**config.mk**
```make
export PLATFORM = sky130hd
export DESIGN_NAME = stage_memory_unit_flat
export DESIGN_NICKNAME = d
export VERILOG_FILES = /design/src/rtl/core_pkg.sv /design/src/rtl/stage_memory_unit_if.sv /design/src/rtl/stage_memory_unit_align.sv /design/src/rtl/stage_memory_unit.sv /design/src/flat_wrapper.sv
export SDC_FILE = /design/constraint.sdc
export NUM_CORES = 1
export LEC_CHECK = 0
export CAP_MARGIN = 40
export CORE_MARGIN = 2
export CORE_UTILIZATION = 41
export CTS_BUF_LIST = sky130_fd_sc_hd__clkbuf_4 sky130_fd_sc_hd__clkbuf_8
export DETAILED_ROUTE_END_ITERATION = 16
export PLACE_DENSITY = 0.8
export SLEW_MARGIN = 15
export SYNTH_ARGS = -nofsm -noshare
export SYNTH_HDL_FRONTEND = slang
export SYNTH_SLANG_ARGS = --single-unit
```
**constraint.sdc**
```tcl
create_clock -name clk -period 2.4 [get_ports clk]
set_input_delay 0.36 -clock clk [delete_from_list [all_inputs] [get_ports clk]]
set_output_delay 0.36 -clock clk [all_outputs]
set_load 0.01 [all_outputs]
```
**src/rtl/core_pkg.sv**
```systemverilog
// Shared core definitions: sequencer stage indices, funct3 memory
// encodings and the memory-stage state type.
package core_pkg;

   localparam int STAGE_CONTROL    = 0;
   localparam int STAGE_FETCH      = 1;
   localparam int STAGE_DECODE     = 2;
   localparam int STAGE_REGISTER   = 3;
   localparam int STAGE_EXECUTE    = 4;
   localparam int STAGE_MEMORY     = 5;
   localparam int STAGE_WRITE_BACK = 6;
   localparam int NUM_STAGES       = 7;

   localparam logic [2:0] F3_B  = 3'b000;
   localparam logic [2:0] F3_H  = 3'b001;
   localparam logic [2:0] F3_W  = 3'b010;
   localparam logic [2:0] F3_BU = 3'b100;
   localparam logic [2:0] F3_HU = 3'b101;

   typedef enum logic [1:0] {
      IDLE,
      ACCESS,
      DONE
   } mem_state_t;

   function automatic logic load_ok(input logic [2:0] f3);
      return f3 inside {F3_B, F3_H, F3_W, F3_BU, F3_HU};
   endfunction

   function automatic logic store_ok(input logic [2:0] f3);
      return f3 inside {F3_B, F3_H, F3_W};
   endfunction

   function automatic logic is_misaligned(input logic [2:0] f3,
                                          input logic [1:0] off);
      logic half;
      logic word;
      half = (f3 == F3_H) || (f3 == F3_HU);
      word = (f3 == F3_W);
      return (half && off[0]) || (word && (off != 2'b00));
   endfunction

endpackage

```
**src/rtl/stage_memory_unit_if.sv**
```systemverilog
// Core data bus: one request/acknowledge channel, word addressed with
// byte strobes.
interface stage_memory_unit_if;

   logic        bus_req;
   logic        bus_we;
   logic [31:0] bus_addr;
   logic [3:0]  bus_wstrb;
   logic [31:0] bus_wdata;
   logic        bus_ack;
   logic [31:0] bus_rdata;

   modport master (
      output bus_req, bus_we, bus_addr, bus_wstrb, bus_wdata,
      input  bus_ack, bus_rdata
   );

   modport slave (
      input  bus_req, bus_we, bus_addr, bus_wstrb, bus_wdata,
      output bus_ack, bus_rdata
   );

endinterface

```
**src/rtl/stage_memory_unit_align.sv**
```systemverilog
// Byte-lane steering: store strobes and data replication, load lane
// extraction with sign or zero extension.
module mem_lane_align
   import core_pkg::*;
(
   input  logic [2:0]  funct3,
   input  logic [1:0]  offset,
   input  logic [31:0] wdata,
   input  logic [31:0] bus_rdata,
   output logic [3:0]  wstrb,
   output logic [31:0] wdata_rep,
   output logic [31:0] load_data
);

   logic [31:0] shifted;
   logic [7:0]  b;
   logic [15:0] h;

   assign shifted = bus_rdata >> {offset, 3'b000};
   assign b       = shifted[7:0];
   assign h       = offset[1] ? bus_rdata[31:16] : bus_rdata[15:0];

   always_comb begin
      wstrb     = 4'b0000;
      wdata_rep = wdata;
      load_data = bus_rdata;
      unique case (funct3)
         F3_B: begin
            wstrb     = 4'b0001 << offset;
            wdata_rep = {4{wdata[7:0]}};
            load_data = {{24{b[7]}}, b};
         end
         F3_H: begin
            wstrb     = 4'b0011 << offset;
            wdata_rep = {2{wdata[15:0]}};
            load_data = {{16{h[15]}}, h};
         end
         F3_W: begin
            wstrb     = 4'b1111;
         end
         F3_BU: load_data = {24'h0, b};
         F3_HU: load_data = {16'h0, h};
         default: ;
      endcase
   end

endmodule

```
**src/rtl/stage_memory_unit.sv**
```systemverilog
// Memory-stage responder: one load/store per activation of its
// sequencer bit, with alignment checks and bus timeout.
module stage_memory_unit
   import core_pkg::*;
#(
   parameter int unsigned TIMEOUT_CYCLES = 255
) (
   input  logic        clk,
   input  logic        reset,
   input  logic        stage_active,
   output logic        stage_done,
   input  logic        mem_read,
   input  logic        mem_write,
   input  logic [2:0]  funct3,
   input  logic [31:0] addr,
   input  logic [31:0] wdata,
   output logic [31:0] rdata,
   output logic        misaligned,
   output logic        illegal_op,
   output logic        bus_error,
   stage_memory_unit_if.master bus
);

   mem_state_t  state;
   logic [7:0]  cnt;
   logic [8:0]  cnt_nxt;
   logic [2:0]  f3_q;
   logic [1:0]  off_q;

   logic        req_q;
   logic        we_q;
   logic [31:0] addr_q;
   logic [3:0]  wstrb_q;
   logic [31:0] wdata_q;

   logic [2:0]  sel_f3;
   logic [1:0]  sel_off;
   logic [3:0]  al_wstrb;
   logic [31:0] al_wdata;
   logic [31:0] al_load;

   logic        no_op;
   logic        illegal;
   logic        mis;

   assign no_op   = !mem_read && !mem_write;
   assign illegal = (mem_read && mem_write)
                 || (mem_read && !load_ok(funct3))
                 || (mem_write && !store_ok(funct3));
   assign mis     = is_misaligned(funct3, addr[1:0]);
   assign cnt_nxt = {1'b0, cnt} + 9'd1;

   // Decode live operands while idle, the latched ones during the access.
   assign sel_f3  = (state == IDLE) ? funct3    : f3_q;
   assign sel_off = (state == IDLE) ? addr[1:0] : off_q;

   mem_lane_align u_align (
      .funct3    (sel_f3),
      .offset    (sel_off),
      .wdata     (wdata),
      .bus_rdata (bus.bus_rdata),
      .wstrb     (al_wstrb),
      .wdata_rep (al_wdata),
      .load_data (al_load)
   );

   always_ff @(posedge clk) begin
      if (reset) begin
         state      <= IDLE;
         cnt        <= '0;
         f3_q       <= '0;
         off_q      <= '0;
         stage_done <= 1'b0;
         rdata      <= '0;
         misaligned <= 1'b0;
         illegal_op <= 1'b0;
         bus_error  <= 1'b0;
         req_q      <= 1'b0;
         we_q       <= 1'b0;
         addr_q     <= '0;
         wstrb_q    <= '0;
         wdata_q    <= '0;
      end else begin
         unique case (state)
            IDLE: begin
               stage_done <= 1'b0;
               if (stage_active) begin
                  f3_q  <= funct3;
                  off_q <= addr[1:0];
                  if (no_op) begin
                     stage_done <= 1'b1;
                     state      <= DONE;
                  end else if (illegal) begin
                     illegal_op <= 1'b1;
                     stage_done <= 1'b1;
                     state      <= DONE;
                  end else if (mis) begin
                     misaligned <= 1'b1;
                     stage_done <= 1'b1;
                     state      <= DONE;
                  end else begin
                     req_q   <= 1'b1;
                     we_q    <= mem_write;
                     addr_q  <= {addr[31:2], 2'b00};
                     wstrb_q <= mem_write ? al_wstrb : 4'b0000;
                     wdata_q <= al_wdata;
                     cnt     <= '0;
                     state   <= ACCESS;
                  end
               end
            end
            ACCESS: begin
               if (!stage_active) begin
                  req_q <= 1'b0;
                  state <= IDLE;
               end else if (bus.bus_ack) begin
                  req_q      <= 1'b0;
                  stage_done <= 1'b1;
                  if (!we_q) rdata <= al_load;
                  state      <= DONE;
               end else if (cnt_nxt == 9'(TIMEOUT_CYCLES)) begin
                  req_q      <= 1'b0;
                  bus_error  <= 1'b1;
                  stage_done <= 1'b1;
                  state      <= DONE;
               end else begin
                  cnt <= cnt_nxt[7:0];
               end
            end
            DONE: begin
               if (!stage_active) begin
                  stage_done <= 1'b0;
                  misaligned <= 1'b0;
                  illegal_op <= 1'b0;
                  bus_error  <= 1'b0;
                  state      <= IDLE;
               end
            end
            default: state <= IDLE;
         endcase
      end
   end

   assign bus.bus_req   = req_q;
   assign bus.bus_we    = we_q;
   assign bus.bus_addr  = addr_q;
   assign bus.bus_wstrb = wstrb_q;
   assign bus.bus_wdata = wdata_q;

endmodule

```
**src/flat_wrapper.sv**
```systemverilog
// flat-port wrapper written by rule: the top's interface ports become plain ports
module stage_memory_unit_flat import core_pkg::*;
#(
   parameter int unsigned TIMEOUT_CYCLES = 255
)
  (clk, reset, stage_active, stage_done, mem_read, mem_write, funct3, addr, wdata, rdata, misaligned, illegal_op, bus_error, bus_bus_req, bus_bus_we, bus_bus_addr, bus_bus_wstrb, bus_bus_wdata, bus_bus_ack, bus_bus_rdata);
  stage_memory_unit_if bus_i ();
  input  logic clk;
  input  logic reset;
  input  logic stage_active;
  output logic stage_done;
  input  logic mem_read;
  input  logic mem_write;
  input  logic [2:0] funct3;
  input  logic [31:0] addr;
  input  logic [31:0] wdata;
  output logic [31:0] rdata;
  output logic misaligned;
  output logic illegal_op;
  output logic bus_error;
  output wire logic [$bits(bus_i.bus_req)-1:0] bus_bus_req;
  output wire logic [$bits(bus_i.bus_we)-1:0] bus_bus_we;
  output wire logic [$bits(bus_i.bus_addr)-1:0] bus_bus_addr;
  output wire logic [$bits(bus_i.bus_wstrb)-1:0] bus_bus_wstrb;
  output wire logic [$bits(bus_i.bus_wdata)-1:0] bus_bus_wdata;
  input wire logic [$bits(bus_i.bus_ack)-1:0] bus_bus_ack;
  input wire logic [$bits(bus_i.bus_rdata)-1:0] bus_bus_rdata;
  assign bus_bus_req = bus_i.bus_req;
  assign bus_bus_we = bus_i.bus_we;
  assign bus_bus_addr = bus_i.bus_addr;
  assign bus_bus_wstrb = bus_i.bus_wstrb;
  assign bus_bus_wdata = bus_i.bus_wdata;
  assign bus_i.bus_ack = bus_bus_ack;
  assign bus_i.bus_rdata = bus_bus_rdata;
  stage_memory_unit #(.TIMEOUT_CYCLES(TIMEOUT_CYCLES)) u_core (.clk(clk), .reset(reset), .stage_active(stage_active), .stage_done(stage_done), .mem_read(mem_read), .mem_write(mem_write), .funct3(funct3), .addr(addr), .wdata(wdata), .rdata(rdata), .misaligned(misaligned), .illegal_op(illegal_op), .bus_error(bus_error), .bus(bus_i));
endmodule
```
# Yosys cells after proc, flatten, opt, wreduce, memory -nomap -nowiden
# Index checks and enable logic that the tools add are counted.
# W data, S select, Z words.
# totals
elab_cells	133
regBits	119
out_inout_bits	106
# classes
reduce_logical	34
addsub	1
n_bitwise	4
n_eq_ne	24
n_shift	3
mux	53
# op_table
cell	n
$pmux W32 S4	1
$pmux W32 S2	1
$mux W8	7
$shr A32 B5 Y8	1
$mux W1	24
$mux W2	9
$mux W16	1
$ne A2 B2 Y1 const B	8
$pmux W8 S2	1
$reduce_and A5 Y1	3
$eq A3 B3 Y1 const B	4
$pmux W4 S3	1
$reduce_and A6 Y1	2
$add A8 B1 Y9 const B	1
$eq A9 B8 Y1 const B	1
$pmux W1 S2	4
$reduce_and A4 Y1	2
$reduce_and A8 Y1	1
$reduce_bool A2 Y1	4
$eq A3 B1 Y1 const B	2
$eq A3 B2 Y1 const B	2
$logic_and A1 B1 Y1	6
$logic_not A3 Y1	2
$ne A2 B1 Y1 const B	3
other kinds (18)	28

# Longest topological paths before layout
# depth
word_depth	10
mapped_depth	12
depth_no_buf	7

# Hierarchy
# From an unflattened synthesis, not the netlist that was laid out.
# hier_totals
hier_cells	790
hier_area_um2	6083.3
# by_module_without_submodules
mod	cells_per_inst	n_inst	area_per_inst_um2
stage_memory_unit	606	1	4789.6
mem_lane_align	184	1	1293.7

# Worst setup path before layout
# No wires, ideal clock.
# synth_path
kind	register to register
from	register u_core.state[0]
to	register u_core.rdata[24]
setup_ps	70
t_arrival_ps	2195
setup_slack_ps	135
stages_incl_launch_ff	10
path_cell_list	dfxtp_1 inv_1 ha_1 buf_2 mux2i_1 o21ai_2 a221oi_2 nor3_2 buf_2 a21oi_1
# synth_between
elab_chain_len	4
# synth_rtl
element	line_no	source
start: declaration	stage_memory_unit.sv:24	mem_state_t state;
start signal: assignment	stage_memory_unit.sv:69	state <= IDLE;
start signal: assignment	stage_memory_unit.sv:92	state <= DONE;
start signal: assignment	stage_memory_unit.sv:96	state <= DONE;
$logic_not A2 Y1	stage_memory_unit.sv:54, stage_memory_unit.sv:55	
$mux W2 or $mux W3 (tied branches)	stage_memory_unit.sv:55, stage_memory_unit.sv:54	
$shr A32 B5 Y8 (tied with other cells)	stage_memory_unit_align.sv:19	assign shifted = bus_rdata >> {offset, 3'b000};
$pmux W32 S4	stage_memory_unit_align.sv:27	unique case (funct3)
end signal: assignment	stage_memory_unit.sv:119	if (!we_q) rdata <= al_load;
end: declaration	stage_memory_unit.sv:17	output logic [31:0] rdata,
# Several ways; a longest one is shown, not always the timed one.
# A chain may end at the register's enable or synchronous reset.

# Worst setup path after layout
# layout_path
from	register u_core.state[0]
to	register u_core.rdata[1]
# The elaborated chain is that of the path after synthesis.

==> flow_metrics.env <==
export IMPL_final_net_count=1021
export IMPL_cts_buffer_depth=2
export IMPL_setup_viol=0
export IMPL_worstHoldStart="u_core.bus.bus_addr[23]$_SDFFE_PP0P_"
export IMPL_min_to="u_core.bus.bus_addr[23]$_SDFFE_PP0P_"
export IMPL_power_switching_mw=1.623
export IMPL_cts_tree="done"
export IMPL_post_route_period_util_pct=94.03
export IMPL_slew_violations=0
export IMPL_max_freq_mhz=443.1
export IMPL_startpoint_type="flip-flop"
export IMPL_worst_setup_path_type="reg2reg"
export IMPL_post_cts_setup_buffer_count=0
export IMPL_num_vias=5927
export IMPL_p_comb_share_pct=23.9
export IMPL_place_detailed_hpwl_um=12920
export IMPL_dieArea_mm2=0.01444
export IMPL_timing_rr_start="u_core.state[0]$_SDFFE_PP0P_"
export IMPL_synthTopCellsByCount="nand2_1 (154), dfxtp_1 (119), a21oi_1 (101)"
export IMPL_synth_top_area_share_pct=43.05
export IMPL_place_gp_congestion=0.8647
export IMPL_synth_edff_count=0
export IMPL_cts_made_buffers=17
export IMPL_clockRootBuffer="clkbuf_8"
export IMPL_place_area_mm2=0.007998
export IMPL_core_rowCount=42
export IMPL_ys_ff_latch=119
export IMPL_rrSetupSlack_ns=0.14
export IMPL_clk_latency_ns=0.44
export IMPL_grt_remaining_overflow=0
export IMPL_yosysSeqAreaShare_pct=43.05
export IMPL_dieWidth_um=120.2
export IMPL_cp_arrival_ns=2.56
export IMPL_design_area_mm2=0.008482
export IMPL_yosys_warnings=0
export IMPL_routedWlPerCell_um=16.21
export IMPL_first_pass_iters=5
export IMPL_drt_iter0_drc=386
export IMPL_antenna_found_initial=0
export IMPL_cts_sinks=119
export IMPL_netSwitchingFraction_pct=28.75
export IMPL_end_kind="flip-flop"
export IMPL_maxSlewHeadroom_pct=64.43
export IMPL_synth_area_leaders="dfxtp_1 (43%), nand2_1 (10%), a21oi_1 (9.1%), mux2i_1 (4.9%), o21ai_0 (3.1%)"
export IMPL_drt_wl_total_um=17810
export IMPL_seqPwrFrac_pct=37.4
export IMPL_fin_util_pct=64.30
export IMPL_drive_above_1_share_pct=10.08
export IMPL_track_usage_pct=24.36
export IMPL_grt_start_max_net_pins=45
export IMPL_finalHoldViolations=0
export IMPL_synth_most_common_cell="nand2_1"
export IMPL_cts_resized=0
export IMPL_ios=211
export IMPL_die_h_um=120.2
export IMPL_p_per_area_mw_per_mm2=665.6
export IMPL_hold_path_class="reg2reg"
export IMPL_syn_inst=695
export IMPL_finClkSkew_ns=0.01161
export IMPL_power_leakage_nw=3.114
export IMPL_cp_startpoint="u_core.state[0]$_SDFFE_PP0P_"
export IMPL_coreArea_mm2=0.01319
export IMPL_ant_nets=0
export IMPL_syn_area_per_cell_um2=7.963
export IMPL_grt_pass1_wl_um=28060
export IMPL_setup_tns_ns=0
export IMPL_drv_cap=0
export IMPL_syn_to_final_growth_pct=53.27
export IMPL_r2r_cells=9
export IMPL_initial_core_util_pct=41.96
export IMPL_clk_pin_slew_ns=0.07
export IMPL_fin_crit_ns=2.257
export IMPL_worst_pin_slew_ns=0.5300
export IMPL_drc_errors=0
export IMPL_p_int_mw=4.022
export IMPL_grt_pass1_vias=5538
export IMPL_vdd_drop_max_uv=570.9
export IMPL_cts_max_level=4
export IMPL_status="completed"
export IMPL_synth_area_mm2=0.005534
export IMPL_vias_per_cell=5.393
export IMPL_yosys_area_top_type="dfxtp_1"
export IMPL_portBuffers=208
export IMPL_rsz0062_at_grt="no"
export IMPL_r2r_end="u_core.rdata[1]$_SDFFE_PP0P_"
export IMPL_holdPathStages=2
export IMPL_num_antenna_cells=0
export IMPL_required_ns=2.71
export IMPL_synth_cell_type_count=60
export IMPL_holdWs_ns=0.4525
export IMPL_async_flop_share_pct=0
export IMPL_crit_fanout=27
export IMPL_p_clk_share_pct=38.7
export IMPL_postCtsHoldBufs=0
export IMPL_synth_ff_type="dfxtp_1"
==> critical path, cell delays in order, from the launching register on <==
cell,delay (ns)
dfxtp_1,0.33
inv_1,0.12
ha_1,0.22
buf_12,0.18
mux2_2,0.41
buf_4,0.19
mux2i_1,0.27
a2bb2oi_1,0.11
o221ai_1,0.20
a21oi_1,0.09
==> metrics by stage <==
stage	instances	setup slack [ns]	total power [mW]
floorplan	696	0.1355	2.855
global placement	1067	-0.08006	3.472
detailed placement	1067	-0.1513	3.489
CTS	1099	0.1503	5.680
global route	1099	0.01103	5.912
finish	1099	0.1433	5.645
==> layer usage <==
| layer | global-route usage [%] | vias up | part of all wire [%] |
|---|---|---|---|
| met5 | 0 | - | 0 |
| met4 | 9.338 | 0 | 2.4 |
| met3 | 7.264 | 34 | 6.9 |
| met2 | 39.28 | 222 | 48 |
| met1 | 30.64 | 2767 | 43 |
| li1 | - | 2904 | - |
==> layout by cell type (no fill, tap or decap), drive strengths merged, types with 5 or more instances in the layout <==
master         synthesis  layout
dfxtp                119     119
o311ai                 5       5
buf                   15      44
inv                   10      13
a21oi                101     101
o22ai                  7       7
mux2i                 27      27
clkdlybuf4s50          0     207
a211oi                10      10
o221ai                 5       5
bufinv                 0       5
a31oi                  5       5
o21ai                 43      43
nor2                  32      32
o31ai                  6       6
nand3                 12      12
or3                    5       5
nor3                  10      10
nor2b                  5       5
nand2                154     154
a221oi                 6       6
ha                     6       6
o211ai                12      12
clkbuf                41      19
a311oi                 9       9
==> state kept, by name, indices dropped and copies added (netlist names), 2 cells and up <==
register	flops
u_core.bus.bus_wdata	32
u_core.rdata	32
u_core.bus.bus_addr	30
u_core.cnt	8
u_core.bus.bus_wstrb	4
u_core.f3_q	3
u_core.off_q	2
u_core.state	2
==> power groups by stage <==
stage	logic [mW]	registers, mW	clock network [mW]
2_1_floorplan	0.667	2.19	0
3_3_place_gp	1.32	2.15	0
3_5_place_dp	1.33	2.16	0
4_1_cts	1.34	2.11	2.23
5_1_grt	1.46	2.12	2.33
6_report	1.35	2.11	2.18
==> cells by family (layout without fill, tap and decap cells) <==
kind of cell / Yosys count / after routing / synth area share, %
AO/OA/AOI/OAI: 233 / 233 / 26.29
XOR/XNOR: 2 / 2 / 0.3166
adder cells (fa/ha/maj): 6 / 6 / 1.357
buffers and inverters: 66 / 293 / 4.974
flip-flops: 119 / 119 / 43.05
multiplexers: 30 / 30 / 5.494
other: 1 / 2 / 0.06776
AND/OR/NAND/NOR: 238 / 238 / 18.45
==> final cells by class <==
| class | count | area (um2) |
|---|---|---|
| Fill cell | 1131 | 4708 |
| Multi-Input combinational cell | 511 | 2900 |
| Timing Repair Buffer | 251 | 2462 |
| Sequential cell | 119 | 2382 |
| Clock buffer | 19 | 261.5 |
| Tap cell | 176 | 220.2 |
| Clock inverter | 13 | 217.7 |
| Inverter | 10 | 37.54 |
==> how the worst max path moves through the flow <==
stage	to	slack (ns)	cells past startpoint
floorplan	u_core.rdata[24]$_SDFFE_PP0P_	0.14	9
global placement	u_core.cnt[7]$_SDFFE_PP0P_	-0.08	6
detailed placement	u_core.cnt[7]$_SDFFE_PP0P_	-0.15	6
CTS	u_core.rdata[1]$_SDFFE_PP0P_	0.15	9
global route	u_core.bus.bus_wstrb[2]$_SDFFE_PP0P_	0.01	9
finish	u_core.rdata[1]$_SDFFE_PP0P_	0.14	9
(Power assumes the default switching activity.)
